[src/rtl/spi_flash_boot_loader_if.sv]
// Flash pin and IMEM write-port bundle between the boot loader and the FPGA top.
// The boot loader drives the flash pins and the IMEM port through the master modport.
interface spi_flash_boot_loader_if #(
    parameter int unsigned IMEM_DEPTH = 512
);
    localparam int unsigned AW = (IMEM_DEPTH > 1) ? $clog2(IMEM_DEPTH) : 1;

    logic          o_flash_sclk;
    logic          o_flash_cs_n;
    logic          o_flash_mosi;
    logic          i_flash_miso;
    logic          imem_we_o;
    logic [AW-1:0] imem_addr_o;
    logic [31:0]   imem_wdata_o;

    modport master (
        output o_flash_sclk, o_flash_cs_n, o_flash_mosi,
        output imem_we_o, imem_addr_o, imem_wdata_o,
        input  i_flash_miso
    );

    modport slave (
        input  o_flash_sclk, o_flash_cs_n, o_flash_mosi,
        input  imem_we_o, imem_addr_o, imem_wdata_o,
        output i_flash_miso
    );
endinterface

[src/rtl/spi_flash_boot_loader.sv]
// Copies the program image from SPI flash into IMEM with a single READ (0x03)
// transaction, then releases the core reset.
module spi_flash_boot_loader #(
    parameter logic [23:0] FLASH_BASE_ADDR = 24'h300000,
    parameter int unsigned IMEM_DEPTH      = 512,
    parameter int unsigned SCLK_DIV        = 2
) (
    input  logic                           clk_i,
    input  logic                           reset_n,
    input  logic                           skip_i,
    spi_flash_boot_loader_if.master        bus,
    output logic                           core_reset_n_o,
    output logic                           boot_done_o,
    output logic                           boot_err_o
);
    localparam int unsigned AW      = (IMEM_DEPTH > 1) ? $clog2(IMEM_DEPTH) : 1;
    localparam int unsigned CW      = $clog2(SCLK_DIV + 1);
    localparam logic [CW-1:0] DivLast = CW'(SCLK_DIV - 1);
    localparam logic [AW-1:0] LastIdx = AW'(IMEM_DEPTH - 1);
    localparam logic [7:0]    CmdRead = 8'h03;

    typedef enum logic [2:0] {
        StIdle, StCsSetup, StCmd, StAddr, StData, StWrite, StCsHold, StDone
    } state_e;

    state_e        state_q, state_d;
    logic [CW-1:0] div_q;
    logic [4:0]    bit_q;
    logic          sclk_q, mosi_q;
    logic          cs_n_q, cs_n_d;
    logic          we_q, we_d;
    logic          done_q, done_d;
    logic          err_q, err_d;
    logic [31:0]   tx_q, rx_q, wdata_q;
    logic [AW-1:0] idx_q;
    logic [31:0]   word;
    logic          shifting, tick, rise, fall, erased;

    assign shifting = state_q inside {StCmd, StAddr, StData};
    assign tick     = (div_q == DivLast);
    assign rise     = shifting && tick && !sclk_q;
    assign fall     = shifting && tick && sclk_q;
    // Bytes arrive in flash order; the first byte is the least significant.
    assign word     = {rx_q[7:0], rx_q[15:8], rx_q[23:16], rx_q[31:24]};
    assign erased   = (wdata_q == 32'hFFFF_FFFF);

    always_ff @(posedge clk_i or negedge reset_n) begin
        if (!reset_n) begin
            state_q <= StIdle;
        end else begin
            state_q <= state_d;
        end
    end

    always_comb begin
        state_d = state_q;
        unique case (state_q)
            StIdle:    state_d = skip_i ? StDone : StCsSetup;
            StCsSetup: if (tick) state_d = StCmd;
            StCmd:     if (fall && bit_q == 5'd7) state_d = StAddr;
            StAddr:    if (fall && bit_q == 5'd31) state_d = StData;
            StData:    if (fall && bit_q == 5'd31) state_d = StWrite;
            StWrite:   state_d = (erased || idx_q == LastIdx) ? StCsHold : StData;
            StCsHold:  if (tick) state_d = StDone;
            StDone:    state_d = StDone;
            default:   state_d = StIdle;
        endcase
    end

    // Next values of the registered outputs, decoded from the upcoming state.
    always_comb begin
        cs_n_d = !(state_d inside {StCsSetup, StCmd, StAddr, StData, StWrite});
        we_d   = (state_d == StWrite) && (word != 32'hFFFF_FFFF);
        done_d = (state_d == StDone);
        err_d  = err_q || (state_q == StWrite && erased && idx_q == '0);
    end

    always_ff @(posedge clk_i or negedge reset_n) begin
        if (!reset_n) begin
            div_q   <= '0;
            bit_q   <= '0;
            sclk_q  <= 1'b0;
            mosi_q  <= 1'b0;
            cs_n_q  <= 1'b1;
            we_q    <= 1'b0;
            done_q  <= 1'b0;
            err_q   <= 1'b0;
            tx_q    <= '0;
            rx_q    <= '0;
            wdata_q <= '0;
            idx_q   <= '0;
        end else begin
            cs_n_q <= cs_n_d;
            we_q   <= we_d;
            done_q <= done_d;
            err_q  <= err_d;

            if (state_d != state_q || tick) begin
                div_q <= '0;
            end else begin
                div_q <= div_q + CW'(1);
            end

            if (!shifting) begin
                sclk_q <= 1'b0;
            end else if (tick) begin
                sclk_q <= ~sclk_q;
            end

            // First MOSI bit is presented while SCLK is still low, before CMD starts.
            if (state_q == StCsSetup && tick) begin
                tx_q   <= {CmdRead, FLASH_BASE_ADDR};
                mosi_q <= CmdRead[7];
            end else if (fall && state_q != StData) begin
                tx_q   <= tx_q << 1;
                mosi_q <= tx_q[30];
            end

            if (fall) begin
                bit_q <= bit_q + 5'd1;
            end

            if (rise && state_q == StData) begin
                rx_q <= {rx_q[30:0], bus.i_flash_miso};
            end

            if (state_d == StWrite) begin
                wdata_q <= word;
            end

            if (state_q == StWrite && state_d == StData) begin
                idx_q <= idx_q + AW'(1);
            end
        end
    end

    assign bus.o_flash_sclk = sclk_q;
    assign bus.o_flash_cs_n = cs_n_q;
    assign bus.o_flash_mosi = mosi_q;
    assign bus.imem_we_o    = we_q;
    assign bus.imem_addr_o  = idx_q;
    assign bus.imem_wdata_o = wdata_q;
    assign core_reset_n_o   = done_q;
    assign boot_done_o      = done_q;
    assign boot_err_o       = err_q;
endmodule

[src/flat_wrapper.sv]
// flat-port wrapper written by rule: the top's interface ports become plain ports
module spi_flash_boot_loader_flat 
#(
    parameter logic [23:0] FLASH_BASE_ADDR = 24'h300000,
    parameter int unsigned IMEM_DEPTH      = 512,
    parameter int unsigned SCLK_DIV        = 2
)
  (clk_i, reset_n, skip_i, core_reset_n_o, boot_done_o, boot_err_o, bus_o_flash_sclk, bus_o_flash_cs_n, bus_o_flash_mosi, bus_imem_we_o, bus_imem_addr_o, bus_imem_wdata_o, bus_i_flash_miso);
  spi_flash_boot_loader_if #(.IMEM_DEPTH(IMEM_DEPTH)) bus_i ();
  input  logic clk_i;
  input  logic reset_n;
  input  logic skip_i;
  output logic core_reset_n_o;
  output logic boot_done_o;
  output logic boot_err_o;
  output wire logic [$bits(bus_i.o_flash_sclk)-1:0] bus_o_flash_sclk;
  output wire logic [$bits(bus_i.o_flash_cs_n)-1:0] bus_o_flash_cs_n;
  output wire logic [$bits(bus_i.o_flash_mosi)-1:0] bus_o_flash_mosi;
  output wire logic [$bits(bus_i.imem_we_o)-1:0] bus_imem_we_o;
  output wire logic [$bits(bus_i.imem_addr_o)-1:0] bus_imem_addr_o;
  output wire logic [$bits(bus_i.imem_wdata_o)-1:0] bus_imem_wdata_o;
  input wire logic [$bits(bus_i.i_flash_miso)-1:0] bus_i_flash_miso;
  assign bus_o_flash_sclk = bus_i.o_flash_sclk;
  assign bus_o_flash_cs_n = bus_i.o_flash_cs_n;
  assign bus_o_flash_mosi = bus_i.o_flash_mosi;
  assign bus_imem_we_o = bus_i.imem_we_o;
  assign bus_imem_addr_o = bus_i.imem_addr_o;
  assign bus_imem_wdata_o = bus_i.imem_wdata_o;
  assign bus_i.i_flash_miso = bus_i_flash_miso;
  spi_flash_boot_loader #(.FLASH_BASE_ADDR(FLASH_BASE_ADDR), .IMEM_DEPTH(IMEM_DEPTH), .SCLK_DIV(SCLK_DIV)) u_core (.clk_i(clk_i), .reset_n(reset_n), .skip_i(skip_i), .bus(bus_i), .core_reset_n_o(core_reset_n_o), .boot_done_o(boot_done_o), .boot_err_o(boot_err_o));
endmodule
[config.mk]
export PLATFORM = sky130hd
export DESIGN_NAME = spi_flash_boot_loader_flat
export DESIGN_NICKNAME = d
export VERILOG_FILES = /design/src/rtl/spi_flash_boot_loader_if.sv /design/src/rtl/spi_flash_boot_loader.sv /design/src/flat_wrapper.sv
export SDC_FILE = /design/constraint.sdc
export NUM_CORES = 1
export LEC_CHECK = 0
export BUFFER_PORTS_ARGS = -buffer_cell sky130_fd_sc_hd__clkbuf_2
export CAP_MARGIN = 25
export CORE_ASPECT_RATIO = 0.9
export CORE_UTILIZATION = 30
export CTS_CLUSTER_SIZE = 16
export DETAILED_ROUTE_END_ITERATION = 8
export GPL_TIMING_DRIVEN = 0
export PLACE_DENSITY_LB_ADDON = 0.25
export SYNTH_ARGS = -nofsm -noshare
export SYNTH_HDL_FRONTEND = slang
export SYNTH_SLANG_ARGS = --single-unit
[constraint.sdc]
create_clock -name clk_i -period 2.1 [get_ports clk_i]
set_input_delay 0.315 -clock clk_i [delete_from_list [all_inputs] [get_ports clk_i]]
set_output_delay 0.315 -clock clk_i [all_outputs]
set_load 0.005 [all_outputs]
After elaboration in Yosys (flattened, before gate mapping)
Cells that the tools add are included.

Input bits: 4. Word-level logic and storage cells: 76. Bits in registers: 120. Output and inout port bits: 48.

$add $sub $neg: 3. Reduce and logical (&&, ||, !) cells: 22. Muxes and demuxes: 15. Eq/ne operators: 22. Bitwise gates (word level): 1.

Operator list (count): two-way mux 31 bit (2); equality test 32 bit, second input constant (1); != test 32 bit, second input constant (1); one-hot mux 3 bit (8 select lines) (1); equality test 3 bit, second input constant (7); two-way mux 3 bit (6); equality test 3 x 2 -> 1 bit, second input constant (4); logical AND 1 bit (12); adder 9 x 1 -> 9 bit, second input constant (1); equality test 9 bit, second input constant (1); logical NOT 9 bit (1); equality test 3 x 1 -> 1 bit, second input constant (2); adder 5 x 1 -> 5 bit, second input constant (1); equality test 5 x 3 -> 1 bit, second input constant (1); equality test 5 bit, second input constant (1); nonzero test 5 bit (1); two-way mux 1 bit (4); two-way mux 2 bit (2); logical NOT 3 bit (1); logical OR 1 bit (3); != test 3 bit (1); != test 3 bit, second input constant (1); nonzero test 3 bit (1); adder 2 x 1 -> 2 bit, second input constant (1); 5 further kinds (6).

Logic depth before layout (Yosys ltp)
Gate-level depths: netlist of run 1.

Word-level depth: 10. Mapped depth: 8. Gate-level depth less buffers: 8.

Least setup slack after synthesis of run 1
No wires, ideal clock.

Kind: flip-flop to flip-flop. Start point: register u_core.bit_q[0]. End point: register u_core.idx_q[8], in the netlist u_core.bus.imem_addr_o[8]. Buffers on the path: 0. Library setup time: 127 ps. Clock period less this slack: 2159 ps. Data required time: 1973 ps. Arrival time: 2031 ps. Cell stages (with the launch flop): 9. Path slack: -59 ps. Cells stage by stage: dfrtp_1 -> ha_1 -> and3_1 -> ha_1 -> and3_4 -> nand3_4 -> a221oi_4 -> and2_4 -> mux2_1.

Word-level cells in the longest chain between the ends: 6. Elaborated cells between the ends (all ways): 10. Classes of those cells: eq/ne (3); mux (4); reduce/logical (3).

RTL lines: start, declared (line spi_flash_boot_loader.sv:28) `logic [4:0] bit_q;`; start signal, assigned (line spi_flash_boot_loader.sv:120) `bit_q <= bit_q + 5'd1;`; equality test 5 bit / equality test 5 x 3 -> 1 bit (equally long branches) (line spi_flash_boot_loader.sv:61, spi_flash_boot_loader.sv:62, spi_flash_boot_loader.sv:60); logical AND 1 bit (on tied branches) (line spi_flash_boot_loader.sv:61, spi_flash_boot_loader.sv:62, spi_flash_boot_loader.sv:60); two-way mux 3 bit (on tied branches) (line spi_flash_boot_loader.sv:62, spi_flash_boot_loader.sv:60, spi_flash_boot_loader.sv:61); one-hot mux 3 bit (8 select lines) (*) (line spi_flash_boot_loader.sv:57) `unique case (state_q)`; equality test 3 bit (*) (line spi_flash_boot_loader.sv:131) `if (state_q == StWrite && state_d == StData) begin`; logical AND 1 bit (*) (line spi_flash_boot_loader.sv:131); end signal, assigned (line spi_flash_boot_loader.sv:132) `idx_q <= idx_q + AW'(1);`; end, declared (line spi_flash_boot_loader.sv:35) `logic [AW-1:0] idx_q;`.

Every way passes the cells marked *; elsewhere a longest branch is shown, timed or not. A chain may end at the register's enable or synchronous reset.

Worst setup path after layout of run 1
Start point: register u_core.bit_q[1]. End point: register u_core.idx_q[8], in the netlist u_core.bus.imem_addr_o[8].

Same word-level chain as after synthesis.

==> key figures, run 1 <==
Timing
  • Slew margin rel.: a little over two fifths
  • Unrepaired setup endpoints after global routing: true
  • Sum of negative setup slack: -0.3131 ns
  • Endpoints failing hold: 0
  • Setup ws final: -0.04693 ns
  • Period minus WS final: 2.147 ns
  • FMAX: about 0.47 GHz
  • Final setup fails: 30
  • Final Skew: 0.008709 ns
  • Final hold slack: 0.2042 ns
  • Worst slew pin tran: 0.8563 ns
  • Tcrit/Tclk final: 102.2%
  • Final Max Tran Viols: 0

Detailed routing
  • Avg Vias per Cell: roughly 4.7
  • Routed len/inst: 14.54 um
  • Starting DRT DRC Count: just under 70
  • # DRC: 0
  • Vias: 2699
  • DR pass1 iterations: 4
  • Final wirelength: 8360 um
  • Post-DRT Antenna Nets: 0

Placement
  • GP Congestion: approximately 0.76
  • DP Wirelength: about 6000 um
  • Dpl ws: -0.2338 ns
  • IO Port Bufs: 51
  • Dpl cell area: 0.004783 mm^2

Critical path
  • CP startpoint kind: flip-flop
  • Worst r2r dst: u_core.bus.imem_addr_o[8]
  • R2R cell count: 8
  • Worst endpoint required time: 2.33 ns
  • CP Capture Type: flip-flop
  • Reg2Reg Launch Point: u_core.bit_q[1]
  • Crit-path max FO: 3
  • R2R Setup Slk: -0.05 ns
  • Critical path class: flip-flop to flip-flop
  • Critical Path AT: approximately 2.4 ns
  • CP endpoint: u_core.bus.imem_addr_o[8]
  • Crit path launch: u_core.bit_q[1]

Outcome
  • Failing checks: setup timing
  • Outcome: finished, violations left

Global route
  • Gr ovfl total: 0
  • First-pass GRT wire length: 14140 um
  • Vias in the first global route: 2671
  • Pin count of the biggest net entering global routing: 64
  • Antenna violations before repair: 0
  • GRT Total Usage: 12.64%

Pwr
  • Sw Share: around 22%
  • Static Leak: between 2 and 2.5 nW
  • PwrDens: slightly below 700 mW/mm^2
  • Logic pwr share: under 10%
  • Pint: 2.795 mW
  • Seq pwr share: 54.8%
  • Sw Pwr: 766.3 uW
  • Clock Power Share: 43.5%
  • VDD IR max: 0.3551 mV

Finish
  • Fin nets: between 300 and 400
  • Area Overhead vs Synth: 22.05%
  • Finished layout cell area: 0.005172 mm^2
  • Most frequent cells in the layout: 99 x dfrtp_1, 67 x mux2_2, 50 x clkbuf_2, 19 x nand4_1, 16 x nand2_1
  • Most common cell after layout, fill and taps aside: dfrtp_1
  • Fraction of layout cells with a size suffix above 1: 44.56%
  • ANT cells: 0

Clocking
  • Worst-Skew Late Latency: 0.35 ns
  • Clock sinks: 100
  • Clock transition at path regs: 0.07 ns
  • H-tree depth: 3
  • TritonCTS Buffers: 9
  • Root Buffer: clkbuf_16
  • Max clock buf depth: 2
  • CTS tree: yes

Synth
  • Ys flop type: dfrtp_1
  • Syn nets: about 320
  • Synth top area share: 58.46%
  • Ys async rst share: 100.0%
  • Cells after synthesis: 313
  • Distinct cells, synth: 48
  • Cell accounting for the most synthesized area: dfrtp_1
  • Synthesized cell area: approximately 0.0042 mm^2
  • Post-synth EDFFs: 0
  • Leading post-synthesis cells by cell area: dfrtp_1 58%, mux2_2 18%, nand4_1 2.8%
  • Synth Register Bits: 100
  • Mean Syn Cell Area: 13.54 um^2
  • Synth warn: 0
  • Seq/Total Area, Yosys: approximately three fifths

Die
  • Initial Util: around 31%
  • IO Pins: 52
  • Die X: ~130 um
  • Die ar.: 0.01461 mm^2
  • Core box area: 0.01356 mm^2
  • Chip height: 114.8 um
  • Row count: 40

Worst hold path
  • Worst hold path type: primary input to flip-flop
  • Min-Delay Path Depth: 2

Run
  • Max capacitance violation total: 0
power groups by stage:
stage,registers [mW],clock network (mW),logic [mW]
final,1.95,1.55,0.0612
after global routing,1.95,1.67,0.0724
after CTS,1.95,1.61,0.0652
after detailed placement,1.99,0,0.0636
after global placement,1.99,0,0.0555
after floorplan,1.98,0,0.0131
how the worst min path moves through the flow:
| stage | from | slack, ns | endpoint |
|---|---|---|---|
| global route | bus_i_flash_miso | 0.21 | u_core.rx_q[0] |
| detailed placement | reset_n | 0.37 | u_core.rx_q[16] |
| finish | bus_i_flash_miso | 0.20 | u_core.rx_q[0] |
| global placement | u_core.div_q[0] | 0.43 | u_core.div_q[0] |
| CTS | bus_i_flash_miso | 0.19 | u_core.rx_q[0] |
| floorplan | reset_n | 0.02 | u_core.bit_q[0] |
through the flow:
step | util (%) | total power, mW | cells
3_3_place_gp | 35.05 | 2.044 | 553
5_1_grt | 38.14 | 3.693 | 575
4_1_cts | 37.63 | 3.626 | 573
2_1_floorplan | - | 1.997 | 313
3_5_place_dp | 35.27 | 2.052 | 554
6_report | 38.14 | 3.562 | 575
final cells by class:
type	count	area [um^2]
Fill cell	1344	8391
Sequential cell	100	2504
Multi-Input combinational cell	197	1732
Timing Repair Buffer	58	336.6
Clock buffer	11	242.7
Tap cell	189	236.5
Buffer	12	72.57
Clock inverter	4	33.78
Inverter	4	15.01
kinds of logic after synthesis:
kind of cell             share of synthesized area, %
AO/OA/AOI/OAI                                   5.403
XOR/XNOR                                        2.273
adder cells (fa/ha/maj)                         1.771
buffers and inverters                           1.889
flip-flops                                      59.08
multiplexers                                    18.07
AND/OR/NAND/NOR                                 11.52
registers in the layout, summed over array words and instances, names as in the netlist:
name / cells
u_core.bus.imem_wdata_o: 32
u_core.rx_q: 32
u_core.tx_q: 11
u_core.bus.imem_addr_o: 9
u_core.bit_q: 5
u_core.state_q: 3
u_core.div_q: 2
u_core.boot_done_o: 1
u_core.boot_err_o: 1
u_core.bus.imem_we_o: 1
u_core.bus.o_flash_cs_n: 1
u_core.bus.o_flash_mosi: 1
u_core.bus.o_flash_sclk: 1
cell usage after synthesis, types with 2 or more instances:
library cell  count
a211oi_1          2
a21o_1            2
a21oi_1           8
a22o_1            4
buf_2             7
buf_4             3
clkbuf_1          2
dfrtp_1          99
ha_1              6
inv_1             4
mux2_2           67
nand2_1          16
nand3_1          11
nand3b_1          2
nand4_1          19
nor2_1            9
nor2b_1           2
nor3_1            2
nor4_1            3
nor4_2            2
o21ai_1           2
o21bai_1          4
o22a_1            3
xnor2_1          10
worst max-delay path, cell delays in order (launching register included):
cell,delay (ns)
dfrtp_1,0.37
ha_2,0.20
and3_4,0.19
ha_4,0.12
and3_4,0.20
nand3_4,0.10
a221oi_4,0.35
and2_4,0.21
mux2_4,0.29
repair_timing:
action                     CTS  global route
hold endpoints to repair    37             0
gates resized for setup      4            10
hold buffers                 1             0
buffers inserted             3             2
pin swaps                    1            10
setup endpoints to repair   37            36
per-layer routing:
metal	share of wire [%]	vias to the layer above	global-route usage, %
met1	53	1365	18.86
met2	43	40	17.56
met3	2.6	10	2.513
li1	-	1284	-
met4	1.7	0	5.714
met5	0	-	0
Power figures use the tool's default switching activity.
==> inputs of run 2 (changes only) <==
- RECOVER_POWER: default -> 100
==> run 2 against run 1 <==
Compared with the run above:
- sequential share of layout area rose by 0.47 points
- setup slack got worse by 0.0012 ns
- the run still ends with setup timing left
- critical endpoint unchanged
- combinational power fell by 7.4%
- highest routed layer unchanged
==> key figures, run 2 (same netlist as run 1, synthesis figures left out) <==
Timing
  • Final Max Tran Viols: 0 (unchanged)
  • Sum of negative setup slack: -0.2060 ns (+0.1071 ns)
  • Final setup fails: 26 (-13%)
  • Final hold slack: 0.2039 ns (-0.0002730 ns)
  • Endpoints failing hold: 0 (unchanged)
  • Tcrit/Tclk final: 102.3% (about the same)
  • Setup ws final: -0.04814 ns (-0.001210 ns)
  • Period minus WS final: 2.148 ns (+0.001210 ns)
  • Slew margin rel.: 37.02% (-5.0 points)
  • Worst slew pin tran: 0.9447 ns (+0.08834 ns)
  • Final Skew: 0.008744 ns (+0.00003500 ns)
  • FMAX: 0.4655 GHz (about the same)
  • Unrepaired setup endpoints after global routing: true

Global route
  • GRT Total Usage: 12.64% (unchanged)
  • First-pass GRT wire length: 14140 um (unchanged)
  • Pin count of the biggest net entering global routing: 64 (unchanged)
  • Antenna violations before repair: 0 (unchanged)
  • Vias in the first global route: 2671 (unchanged)
  • Gr ovfl total: 0 (unchanged)

Finish
  • Fin nets: 392 (unchanged)
  • Final-layout fill cell count: 1363 (+1.4%)
  • ANT cells: 0 (unchanged)
  • Most frequent cells in the layout: 99 x dfrtp_1, 67 x mux2_2, 28 x clkbuf_2, 26 x clkbuf_1, 19 x nand4_1
  • Post-Route Utilization: 37.77% (-0.37 points)
  • Area Overhead vs Synth: 20.87%
  • Fraction of layout cells with a size suffix above 1: 38.34% (-6.2 points)
  • Non-Filler Instances: 575 (unchanged)
  • Most common cell after layout, fill and taps aside: dfrtp_1

Critical path
  • WP buf/inv: 0 (unchanged)
  • Reg2Reg Launch Point: u_core.bit_q[1]
  • Critical path's slowest cell: dfrtp_1
  • Family with the most delay on the worst path: simple AND/OR/NAND/NOR gates
  • Worst r2r dst: u_core.bus.imem_addr_o[8]
  • Critical path class: flip-flop to flip-flop
  • Crit-path max FO: 3 (unchanged)
  • R2R Setup Slk: -0.05 ns (about the same)
  • Top cell by count, worst path: and3_4
  • CP max stage delay: 0.37 ns (about the same)
  • CP startpoint kind: flip-flop
  • Critical Path AT: 2.38 ns (about the same)
  • R2R cell count: 8 (unchanged)
  • Critical Path, Cell by Cell: ha_2 > and3_4 > ha_4 > and3_4 > nand3_4 > a221oi_4 > and2_4 > mux2_4
  • Worst endpoint required time: 2.33 ns (about the same)
  • CP Capture Type: flip-flop

Pwr
  • Static Leak: 2.362 nW (-3.6%)
  • PwrDens: 696.4 mW/mm^2 (+1.1%)
  • VDD IR max: 0.3568 mV (+0.48%)

Detailed routing
  • Final wirelength: 8425 um (+0.78%)
  • Vias: 2692 (-0.26%)
  • # DRC: 0 (unchanged)
  • Routed len/inst: 14.65 um (+0.78%)
  • Avg Vias per Cell: 4.682 (-0.26%)
  • Post-DRT Antenna Nets: 0 (unchanged)
  • Starting DRT DRC Count: 68 (unchanged)
  • DR pass1 iterations: 4 (unchanged)

Clocking
  • Max clock buf depth: 2 (unchanged)
  • Clock transition at path regs: 0.07 ns (about the same)
  • H-tree depth: 3 (unchanged)
  • CTS tree: yes
  • Worst-Skew Late Latency: 0.35 ns (about the same)
  • TritonCTS Buffers: 9 (unchanged)
  • Clock sinks: 100 (unchanged)
  • Root Buffer: clkbuf_16

Die
  • Row count: 40 (unchanged)
  • IO Pins: 52 (unchanged)
  • Initial Util: 31.25% (unchanged)
  • Die ar.: 0.01461 mm^2 (unchanged)
  • Core box area: 0.01356 mm^2 (unchanged)
  • Die X: 127.3 um (unchanged)
  • Chip height: 114.8 um (unchanged)

Worst hold path
  • Min-Delay Path Depth: 2 (unchanged)
  • Worst hold start: bus_i_flash_miso
  • Worst hold path type: primary input to flip-flop
  • Hold Path Sink: u_core.rx_q[0]

Run
  • Max capacitance violation total: 0 (unchanged)

Outcome
  • Outcome: finished, violations left
  • Failing checks: setup timing

Placement
  • GP Congestion: 0.7575 (unchanged)
  • Dpl ws: -0.2338 ns (unchanged)
  • Placed cell count: 554 (unchanged)
  • IO Port Bufs: 51 (unchanged)
  • DP Wirelength: 5869 um (unchanged)
[run 2: power by group]
group / switching [mW] / internal (mW)
logic: 0.0416 / 0.0151
registers: 0.0131 / 1.94
clock network: 0.721 / 0.838
[run 2: metrics by stage]
| stage | area, um^2 | total power [mW] |
|---|---|---|
| after floorplan | 4262 | 1.997 |
| after global placement | 4753 | 2.044 |
| after detailed placement | 4783 | 2.052 |
| after CTS | 5104 | 3.626 |
| after global routing | 5122 | 3.688 |
| final | 5122 | 3.567 |
[run 2: how the worst max path moves through the flow]
| stage | startpoint | end | slack [ns] | cells after the start |
|---|---|---|---|---|
| 6_report | u_core.bit_q[1] | u_core.bus.imem_addr_o[8] | -0.05 | 8 |
| 5_1_grt | u_core.bit_q[1] | u_core.bus.imem_addr_o[8] | -0.16 | 8 |
| 4_1_cts | u_core.bit_q[1] | u_core.bus.imem_addr_o[8] | -0.05 | 8 |
| 3_5_place_dp | u_core.bit_q[0] | u_core.bus.imem_addr_o[8] | -0.23 | 8 |
| 3_3_place_gp | reset_n | u_core.div_q[0] | -0.61 | 1 |
| 2_1_floorplan | u_core.bit_q[0] | u_core.bus.imem_addr_o[8] | -0.06 | 8 |
[run 2: metal layers]
| metal | vias up | share of wire, % | global-route usage [%] |
|---|---|---|---|
| met5 | - | 0 | 0 |
| met4 | 0 | 1.7 | 5.714 |
| met3 | 10 | 2.5 | 2.513 |
| met2 | 39 | 43 | 17.56 |
| met1 | 1360 | 53 | 18.86 |
| li1 | 1283 | - | - |
[run 2: repair_timing]
| action | in CTS | in global routing |
|---|---|---|
| setup buffers | 3 | 2 |
| setup endpoints to repair | 37 | 36 |
| endpoints found under the hold margin | 37 | 0 |
| pin swaps | 1 | 10 |
| hold buffers | 1 | 0 |
| resized for setup | 4 | 10 |
[run 2: cell type report]
type,instances,area [um^2],area share (%)
inverter,4,15.01,0.2931
clock inverter,4,33.78,0.6595
sequential,100,2504,48.88
timing repair buffer,58,289.0,5.642
buffer,12,72.57,1.417
clock buffer,11,242.7,4.739
tap,189,236.5,4.617
multi-input combinational,197,1729,33.76
[run 2: worst reg2reg max path, stage by stage (launching register included)]
cell	delay [ns]
dfrtp_1	0.37
ha_2	0.19
and3_4	0.19
ha_4	0.12
and3_4	0.21
nand3_4	0.11
a221oi_4	0.36
and2_4	0.21
mux2_4	0.29
